==> src/rtl/shifter_pkg.sv <==
// Shared definitions for the pipelined shift/rotate unit: mode encodings and a
// plain-arithmetic reference function for results and carry.
package shifter_pkg;

  localparam logic [2:0] SHIFT_SLL = 3'b000;
  localparam logic [2:0] SHIFT_SRL = 3'b001;
  localparam logic [2:0] SHIFT_SRA = 3'b010;
  localparam logic [2:0] SHIFT_ROL = 3'b011;
  localparam logic [2:0] SHIFT_ROR = 3'b100;

  localparam int MAX_WIDTH = 64;

  typedef struct packed {
    logic [MAX_WIDTH-1:0] data;
    logic                 carry;
  } shift_res_t;

  // Bit-by-bit definition of every mode; width may be anything up to MAX_WIDTH.
  function automatic shift_res_t shift_ref(input logic [MAX_WIDTH-1:0] d,
                                           input int width,
                                           input int n,
                                           input logic [2:0] mode);
    shift_res_t r;
    r.data  = '0;
    r.carry = 1'b0;
    for (int i = 0; i < MAX_WIDTH; i++) begin
      if (i < width) begin
        case (mode)
          SHIFT_SLL: r.data[i] = (i >= n) ? d[i-n] : 1'b0;
          SHIFT_SRL: r.data[i] = (i + n < width) ? d[i+n] : 1'b0;
          SHIFT_SRA: r.data[i] = (i + n < width) ? d[i+n] : d[width-1];
          SHIFT_ROL: r.data[i] = d[(i - n + width) % width];
          SHIFT_ROR: r.data[i] = d[(i + n) % width];
          default:   r.data[i] = d[i];
        endcase
      end
    end
    if (n != 0) begin
      case (mode)
        SHIFT_SLL: r.carry = d[width-n];
        SHIFT_SRL: r.carry = d[n-1];
        SHIFT_SRA: r.carry = d[n-1];
        SHIFT_ROL: r.carry = r.data[0];
        SHIFT_ROR: r.carry = r.data[width-1];
        default:   r.carry = 1'b0;
      endcase
    end
    return r;
  endfunction

endpackage

==> src/rtl/shift_slice.sv <==
// One register slice of the shifter: applies mux levels LVL_LO..LVL_HI-1 and
// registers data, carry, mode, shift amount and valid under backpressure.
module shift_slice
  import shifter_pkg::*;
#(
  parameter int WIDTH  = 32,
  parameter int SHW    = 5,
  parameter int LVL_LO = 0,
  parameter int LVL_HI = 2
) (
  input  logic             clk,
  input  logic             rst,
  input  logic             valid_i,
  output logic             ready_o,
  input  logic [WIDTH-1:0] data_i,
  input  logic             carry_i,
  input  logic [2:0]       mode_i,
  input  logic [SHW-1:0]   shamt_i,
  output logic             valid_o,
  input  logic             ready_i,
  output logic [WIDTH-1:0] data_o,
  output logic             carry_o,
  output logic [2:0]       mode_o,
  output logic [SHW-1:0]   shamt_o
);

  localparam logic [WIDTH-1:0] ONE_W = WIDTH'(1);

  logic             valid_q;
  logic [WIDTH-1:0] data_q, data_d;
  logic             carry_q, carry_d;
  logic [2:0]       mode_q;
  logic [SHW-1:0]   shamt_q;

  assign ready_o = !valid_q || ready_i;

  // Carry is the bit that crosses the word edge at the latest active level;
  // for rotates that bit is exactly the one landing in the far end of the result.
  always_comb begin
    data_d  = data_i;
    carry_d = carry_i;
    for (int j = LVL_LO; j < LVL_HI; j++) begin
      if (shamt_i[j]) begin
        case (mode_i)
          SHIFT_SLL: begin
            carry_d = |(data_d & (ONE_W << (WIDTH - (1 << j))));
            data_d  = data_d << (1 << j);
          end
          SHIFT_SRL: begin
            carry_d = |(data_d & (ONE_W << ((1 << j) - 1)));
            data_d  = data_d >> (1 << j);
          end
          SHIFT_SRA: begin
            carry_d = |(data_d & (ONE_W << ((1 << j) - 1)));
            data_d  = $signed(data_d) >>> (1 << j);
          end
          SHIFT_ROL: begin
            carry_d = |(data_d & (ONE_W << (WIDTH - (1 << j))));
            data_d  = (data_d << (1 << j)) | (data_d >> (WIDTH - (1 << j)));
          end
          SHIFT_ROR: begin
            carry_d = |(data_d & (ONE_W << ((1 << j) - 1)));
            data_d  = (data_d >> (1 << j)) | (data_d << (WIDTH - (1 << j)));
          end
          default: begin
          end
        endcase
      end
    end
  end

  always_ff @(posedge clk or posedge rst) begin
    if (rst) begin
      valid_q <= 1'b0;
      data_q  <= '0;
      carry_q <= 1'b0;
      mode_q  <= '0;
      shamt_q <= '0;
    end else if (ready_o) begin
      valid_q <= valid_i;
      if (valid_i) begin
        data_q  <= data_d;
        carry_q <= carry_d;
        mode_q  <= mode_i;
        shamt_q <= shamt_i;
      end
    end
  end

  assign valid_o = valid_q;
  assign data_o  = data_q;
  assign carry_o = carry_q;
  assign mode_o  = mode_q;
  assign shamt_o = shamt_q;

endmodule

==> src/rtl/pipelined_shifter.sv <==
// Pipelined shift/rotate unit: a chain of LAT register slices, each covering
// REG_EVERY log-shifter levels, with full-throughput valid/ready flow control.
module pipelined_shifter
  import shifter_pkg::*;
#(
  parameter int WIDTH     = 32,
  parameter int SHW       = $clog2(WIDTH),
  parameter int REG_EVERY = 2
) (
  input  logic             clk,
  input  logic             rst,
  input  logic             inValid,
  output logic             inReady,
  input  logic [WIDTH-1:0] dataIn,
  input  logic [SHW-1:0]   shamt,
  input  logic [2:0]       mode,
  output logic             outValid,
  input  logic             outReady,
  output logic [WIDTH-1:0] dataOut,
  output logic             carryOut
);

  localparam int LAT = (SHW + REG_EVERY - 1) / REG_EVERY;

  // Handshake: a transfer happens on a rising edge where valid && ready. A
  // producer holds valid and its payload until that edge; ready never depends
  // on the valid it is paired with. Stage ready = !stage_valid || next_ready.
  logic             v_w [LAT+1];
  logic             r_w [LAT+1];
  logic [WIDTH-1:0] d_w [LAT+1];
  logic             c_w [LAT+1];
  logic [2:0]       m_w [LAT+1];
  logic [SHW-1:0]   s_w [LAT+1];

  // Holds off input acceptance until the first edge after reset release.
  logic rdy_en_q;

  always_ff @(posedge clk or posedge rst) begin
    if (rst) rdy_en_q <= 1'b0;
    else     rdy_en_q <= 1'b1;
  end

  assign v_w[0]   = inValid && rdy_en_q;
  assign d_w[0]   = dataIn;
  assign c_w[0]   = 1'b0;
  assign m_w[0]   = mode;
  assign s_w[0]   = shamt;
  assign r_w[LAT] = outReady;
  assign inReady  = rdy_en_q && r_w[0];

  for (genvar k = 0; k < LAT; k++) begin : g_slice
    localparam int LO = k * REG_EVERY;
    localparam int HI = ((k + 1) * REG_EVERY > SHW) ? SHW : (k + 1) * REG_EVERY;

    shift_slice #(
      .WIDTH (WIDTH),
      .SHW   (SHW),
      .LVL_LO(LO),
      .LVL_HI(HI)
    ) u_slice (
      .clk    (clk),
      .rst    (rst),
      .valid_i(v_w[k]),
      .ready_o(r_w[k]),
      .data_i (d_w[k]),
      .carry_i(c_w[k]),
      .mode_i (m_w[k]),
      .shamt_i(s_w[k]),
      .valid_o(v_w[k+1]),
      .ready_i(r_w[k+1]),
      .data_o (d_w[k+1]),
      .carry_o(c_w[k+1]),
      .mode_o (m_w[k+1]),
      .shamt_o(s_w[k+1])
    );
  end

  assign outValid = v_w[LAT];
  assign dataOut  = d_w[LAT];
  assign carryOut = c_w[LAT];

  logic unused_tail;
  assign unused_tail = ^{m_w[LAT], s_w[LAT]};

endmodule

==> config.mk <==
export PLATFORM = sky130hd
export DESIGN_NAME = pipelined_shifter
export DESIGN_NICKNAME = d
export VERILOG_FILES = /design/src/rtl/shifter_pkg.sv /design/src/rtl/shift_slice.sv /design/src/rtl/pipelined_shifter.sv
export SDC_FILE = /design/constraint.sdc
export NUM_CORES = 1
export LEC_CHECK = 0
export BUFFER_PORTS_ARGS = -buffer_cell sky130_fd_sc_hd__buf_2
export CORE_UTILIZATION = 50
export DETAILED_ROUTE_END_ITERATION = 7
export PLACE_DENSITY = 0.72
export SKIP_CTS_REPAIR_TIMING = 1
export SLEW_MARGIN = 20
export SYNTH_ARGS = -nofsm -noshare
export SYNTH_HDL_FRONTEND = slang
export SYNTH_SLANG_ARGS = --single-unit
==> constraint.sdc <==
create_clock -name clk -period 4.1 [get_ports clk]
set_input_delay 0.41 -clock clk [delete_from_list [all_inputs] [get_ports clk]]
set_output_delay 0.41 -clock clk [all_outputs]
set_load 0.01 [all_outputs]
==> results.toml, run 1 <==
[run_status]
status = "complete, no violations"

[worst_hold_path]
min_path_type = "in2async"

[yosys]
netlist.top_cell.by_area = "dfrtp_1"
seq_area_frac_synth_pct = 33.4
async_flop_share_pct = 100
synthesis.instances = 1040
synth.area.top_cells = "dfrtp_1, nand2_1, a21oi_1, nor2_1, o21ai_0"
synth_warnings = 0
avgSynthCellArea_um2 = 8.14
ys.flop_type = "dfrtp_1"
ys_types = 78
synth-seq-cells = 113
synth-edff-count = 0
mappedNetlistArea_mm2 = 0.00847
yosys.area.top_type_share_pct = 33.4
synth_fp_nets = 1084

[run]
cap_violations = 0

[clock_network]
worstSkewPairLatency_ns = 0.42
cts_buffers = 17
cts_root_buf = "clkbuf_16"
clock_path_buffers = 2
clkSinkCount = 113
cts_tree = "done"
h-tree-depth = 4
path_clk_slew_ns = 0.06

[timing]
setup_violations = 0
finalCritPeriodShare_pct = 68.4
holdWs_ns = 0.141
slew_headroom_pct = 26.5
tightest_slew_ns = 1.10
maxSlewViolCount = 0
tns_ns = 0
layout_setup_ws_ns = 1.30
min_period_ns = 2.80
hold_viol_final = 0
finalClockSkew_ns = 0.00779
max_freq_mhz = 357
rsz0062_at_grt = "no"

[critical_path]
slowest_delay_ns = 1.07
slowest_stage = "dfrtp_1"
cp.depth = 5
worstPathArrival_ns = 3.14
cp.required_ns = 4.43
crit_type = "reg2reg"
critPathTopFamily = "flip-flops"
endpoint_kind = "flip-flop"
worstPathCellList = "xor2_2 > buf_4 > nor2_1 > a22oi_1 > a221oi_2"
worstPathMaxFanout = 33
crit_start = "g_slice[0].u_slice.mode_o[1]"
worstSetupStartpointType = "flip-flop"
reg2regPathDepth = 5
cp_num_buf_inv = 1
reg2reg_from = "g_slice[0].u_slice.mode_o[1]"

[drt]
drt-pass1-iter-count = 6
vias = 8351
viasPerCell = 6.62
final_antenna_net_count = 0
drc = 0
wire_per_inst_um = 19.9
routed_wl_um = 25100
drt-initial-drc-count = 942

[power]
ir_drop_uv = 311
power_density_mw_per_mm2 = 557
p_leak_nw = 3.77
power_w = 0.00514

[floorplan]
core-area_mm2 = 0.0166
die_w_um = 132
ios = 79
rows = 47
die_h_um = 132
start_util_pct = 51.1
dieArea_mm2 = 0.0175

[layout]
drive_above_1_share_pct = 18.5
area_growth_syn_to_layout_pct = 8.95
layout.nets = 1073
num_antenna_cells = 0

[grt]
grt_max_degree = 67
global_route.usage.total_pct = 29.5
grt_first_pass_wirelength_um = 41300
antenna_found_initial = 0
grt_pass1_vias = 7779
grt_overflow_total = 0

[placement]
post-place-ws_ns = 1.37
portBuffers = 78
dp_hpwl_um = 17400
place_congestion = 0.977
-- power by group --
part	switching [W]	internal, W	leakage (nW)	total (W)
registers	0.000373	0.00146	1.32	0.00183
logic	0.00104	0.000707	2.15	0.00175
clock network	0.000539	0.00101	0.296	0.00155
total	0.00196	0.00318	3.77	0.00514
-- metal layers --
layer  up-vias  routed length, um  track usage, %
met2       454              11600            46.3
met5         -                  0               0
met3        61               1990            5.84
li1       3847                  -               -
met4         0                656            11.6
met1      3989              10800            40.0
-- layout make-up --
class / count / area, um2
tap: 220 / 275
fill: 1563 / 7360
clock inverter: 14 / 189
clock buffer: 18 / 429
timing repair buffer: 99 / 548
inverter: 8 / 32.5
sequential: 113 / 2830
multi-input combinational: 790 / 4920
-- cells by family after synthesis --
group | Yosys count | share of synthesized area [%]
other cells | 1 | 0.0443
xor+xnor | 5 | 0.828
buf+inv | 137 | 8.60
compound gates | 386 | 32.3
flops | 113 | 33.4
mux | 30 | 3.74
simple gates | 368 | 21.1
-- sequential cells by signal (all words and copies together), names as in the netlist --
signal,count
g_slice.u_slice.carry_o,3
g_slice.u_slice.valid_o,3
g_slice.u_slice.mode_o,6
g_slice.u_slice.data_o,96
rdy_en_q,1
g_slice.u_slice.shamt_o,4
-- stage by stage --
step           utilization, %  area [um2]  std cells
3_3_place_gp             51.9        8610       1230
2_1_floorplan               -        8470       1040
5_1_grt                  55.6        9230       1262
4_1_cts                  55.6        9230       1262
3_5_place_dp             51.9        8610       1230
6_report                 55.6        9230       1262
-- synth_stat cells, drive strengths merged, types with 3 or more instances --
library cell,n
a211oi,11
and2,9
o22ai,17
o211ai,11
buf,76
a222oi,9
and3,6
o221a,5
clkbuf,53
a221o,9
or3,14
a221oi,23
a32oi,6
a41oi,3
a31oi,27
o22a,7
mux2,13
nor4b,5
inv,8
o21bai,9
o2bb2ai,3
nor2,86
xor2,3
a22oi,27
mux2i,17
or2,23
a21oi,78
dfrtp,113
nand2b,26
o221ai,32
a2bb2oi,10
nand3b,3
o21ai,66
or4b,9
o31ai,17
nor2b,13
nand2,143
nor3,14
nand3,9
-- placed cells by master (no fill, tap or decap), drive strengths merged, types with 10 or more instances in the layout --
cell	n
a211oi	11
a21oi	78
a221oi	23
a22oi	27
a2bb2oi	10
a31oi	27
buf	99
clkbuf	18
dfrtp	113
mux2	13
mux2i	17
nand2	143
nand2b	26
nor2	86
nor2b	13
nor3	14
o211ai	11
o21ai	66
o221ai	32
o22ai	17
o31ai	17
or2	23
or3	14
-- final timing paths --
check | endpoint | slack (ns)
worst max-delay path | g_slice[1].u_slice.data_o[18] | 1.30
worst min-delay path | g_slice[2].u_slice.data_o[31] | 0.14
worst max register to register | g_slice[1].u_slice.data_o[18] | 1.30
worst min register to register | g_slice[2].u_slice.data_o[3] | 0.47
max in group asynchronous | g_slice[0].u_slice.mode_o[0] | 3.07
min in group clk | g_slice[0].u_slice.shamt_o[2] | 0.19
No activity file was read; power rests on OpenSTA's default activity.
==> run 2, diff against run 1 <==
--- a/config.mk
+++ b/config.mk
@@ -5,10 +5,11 @@
 export SDC_FILE = /design/constraint.sdc
 export NUM_CORES = 1
 export LEC_CHECK = 0
+export ABC_AREA = 1
 export BUFFER_PORTS_ARGS = -buffer_cell sky130_fd_sc_hd__buf_2
 export CORE_UTILIZATION = 50
 export DETAILED_ROUTE_END_ITERATION = 7
-export PLACE_DENSITY = 0.72
+export PLACE_DENSITY = 0.75
 export SKIP_CTS_REPAIR_TIMING = 1
 export SLEW_MARGIN = 20
 export SYNTH_ARGS = -nofsm -noshare
==> constraint.sdc (replaced) <==
create_clock -name clk -period 2.4 [get_ports clk]
set_input_delay 0.24 -clock clk [delete_from_list [all_inputs] [get_ports clk]]
set_output_delay 0.24 -clock clk [all_outputs]
set_load 0.01 [all_outputs]
==> run 2 against run 1 <==
  * The flow now finishes with violations (negative hold slack)
  * Sequential power grew 59%
  * Wire length shrank 9.3%
  * Critical path depth grew 5
  * Cell area grew 0.43%
  * Register-to-register slack lost 0.94 ns
  * Count of clock-buffer cells in the layout is the same
  * Sequential cell count is the same
  * Via count grew 1.7%
  * Die area shrank 1.8%
  * First-iteration DRC count shrank 25%
  * Core utilization grew 2.1 points
  * Critical path type unchanged
  * Critical endpoint is now g_slice[1].u_slice.data_o[13]
  * Largest cell class unchanged
  * Largest power group unchanged
  * Highest routed layer unchanged
==> results.toml, run 2 <==
[run_status]
status = "finished, violations left"
violations = "negative hold slack"

[floorplan]
ios = 79
core-area_mm2 = 0.0161
dieArea_mm2 = 0.0171
rows = 46
start_util_pct = 51.8
die_h_um = 131
die_w_um = 131

[layout]
layout_common_cells = "nand2_1, nand3_1, dfrtp_1, a21oi_1, nor2_1"
drive_above_1_share_pct = 14.7
final_common_cell = "nand2_1"
multiInputGateArea_mm2 = 0.00468
num_antenna_cells = 0
area_growth_syn_to_layout_pct = 11.5
layout.nets = 1334
final_util_pct = 57.7
ff_latch_area_mm2 = 0.00283
final_cells = 1519
largest_reg_flops = 96
fill_cells = 1528

[critical_path]
reg2reg_slack_ns = 0.36
slowest_delay_ns = 0.47
crit_start = "g_slice[0].u_slice.mode_o[0]"
cp_num_buf_inv = 2
reg2regPathDepth = 10
worstPathArrival_ns = 2.33
cp.required_ns = 2.69
reg2reg_from = "g_slice[0].u_slice.mode_o[0]"
worstPathMaxFanout = 30
crit_end = "g_slice[1].u_slice.data_o[13]"
crit_type = "reg2reg"
cp_common_cell = "nand2_1"
worstPathCellList = "inv_1 > nand3_1 > nand3_4 > buf_12 > nand2_1 > nand2_1 > nand3_1 > nand2_1 > a21oi_1 > nor2_1"
worstSetupStartpointType = "flip-flop"
endpoint_kind = "flip-flop"
critPathTopFamily = "simple AND/OR/NAND/NOR gates"
cp.depth = 10
slowest_stage = "dfrtp_1"
timing.rr.end = "g_slice[1].u_slice.data_o[13]"

[yosys]
netlist.top_cell.by_area = "dfrtp_1"
synthesis.instances = 1273
seq_area_frac_synth_pct = 34.0
ys_types = 32
async_flop_share_pct = 100
avgSynthCellArea_um2 = 6.53
synth_fp_nets = 1317
ys_top_cells_by_count = "nand2_1, nand3_1, dfrtp_1"
synth-edff-count = 0
synth_most_common_cell = "nand2_1"
synth_warnings = 0
yosys.area.top_type_share_pct = 34.0
synth.area.top_cells = "dfrtp_1, nand2_1, nand3_1, a21oi_1, nor2_1"
mappedNetlistArea_mm2 = 0.00831
synth-seq-cells = 113
ys.flop_type = "dfrtp_1"

[drt]
vias = 8493
final_antenna_net_count = 0
wire_per_inst_um = 15.0
viasPerCell = 5.59
routed_wl_um = 22800
drt-initial-drc-count = 708
drc = 0
drt-pass1-iter-count = 7

[clock_network]
path_clk_slew_ns = 0.05
clock_path_buffers = 2
worstSkewPairLatency_ns = 0.42
cts_buffers = 17
cts_root_buf = "clkbuf_16"
clkSinkCount = 113
h-tree-depth = 4
cts_tree = "done"

[grt]
grt_first_pass_wirelength_um = 37400
grt_pass1_vias = 7551
grt_overflow_total = 0
global_route.usage.total_pct = 28.0
grt_max_degree = 63
antenna_found_initial = 0

[placement]
dp.cells = 1487
post-place-ws_ns = 0.401
portBuffers = 78
dp_hpwl_um = 16400
place_congestion = 0.922

[power]
power_density_mw_per_mm2 = 903
p_int_w = 0.00518
sequentialPowerShare_pct = 34.8
switching_share_pct = 38.1
ir_drop_uv = 608
switchingPower_w = 0.00319
p_clk_share_pct = 31.1
p_leak_nw = 4.56
combPwrFrac_pct = 34.2

[timing]
finalClockSkew_ns = 0.00972
setup_violations = 0
max_freq_mhz = 490
maxSlewViolCount = 0
min_period_ns = 2.04
finalCritPeriodShare_pct = 85.0
hold_viol_final = 34
layout_setup_ws_ns = 0.360
slew_headroom_pct = 47.2
tightest_slew_ns = 0.790
rsz0062_at_grt = "no"
tns_ns = 0
holdWs_ns = -0.0344

[worst_hold_path]
min_path_type = "in2async"

[run]
cap_violations = 0
run 2: changes by cell type after synthesis, sizes merged, moves of 27 or more:
cell    change
nand2     +262
a22oi      -27
a21oi      +35
inv        +35
nand3     +211
o221ai     -32
or2        +38
run 2: worst min-delay path by stage:
stage / from / endpoint / slack [ns] / depth (start not counted)
floorplan: shamt[2] / g_slice[0].u_slice.shamt_o[2] / 0.35 / 2
global placement: rst / g_slice[1].u_slice.valid_o / 0.42 / 2
detailed placement: rst / g_slice[1].u_slice.valid_o / 0.42 / 2
CTS: rst / g_slice[1].u_slice.valid_o / -0.02 / 2
global route: shamt[2] / g_slice[0].u_slice.shamt_o[2] / 0.02 / 3
finish: rst / g_slice[1].u_slice.valid_o / -0.03 / 2
run 2: power by group through the flow:
stage | logic [W] | registers (W) | clock network [W]
2_1_floorplan | 0.00241 | 0.00278 | 0
3_3_place_gp | 0.00279 | 0.00291 | 0
3_5_place_dp | 0.00282 | 0.00293 | 0
4_1_cts | 0.00285 | 0.00290 | 0.00265
5_1_grt | 0.00326 | 0.00298 | 0.00272
6_report | 0.00286 | 0.00291 | 0.00260
run 2: kinds of logic after synthesis:
group / Yosys count / share of synthesized area, %
AO/OA/AOI/OAI: 209 / 13.3
buffers and inverters: 153 / 9.70
flip-flops: 113 / 34.0
AND/OR/NAND/NOR: 797 / 42.9
other: 1 / 0.0451
run 2: area by class of cell:
cell class,count,area share [%]
Clock inverter,14,1.93
Multi-Input combinational cell,1007,50.5
Tap cell,216,2.92
Timing Repair Buffer,106,7.56
Inverter,45,1.86
Sequential cell,113,30.5
Clock buffer,18,4.74
run 2: layer usage:
layer | GRT usage [%] | part of all wire, % | up-vias | wire (um)
li1 | - | - | 4215 | -
met4 | 11.1 | 2.8 | 0 | 644
met3 | 4.36 | 6.7 | 43 | 1520
met2 | 45.4 | 47 | 320 | 10700
met5 | 0 | 0 | - | 0
met1 | 37.5 | 44 | 3915 | 9910
run 2: per-stage QoR:
step | area (um2) | power, W
floorplan | 8310 | 0.00520
global placement | 8650 | 0.00569
detailed placement | 8650 | 0.00575
CTS | 9270 | 0.00839
global route | 9270 | 0.00896
finish | 9270 | 0.00837
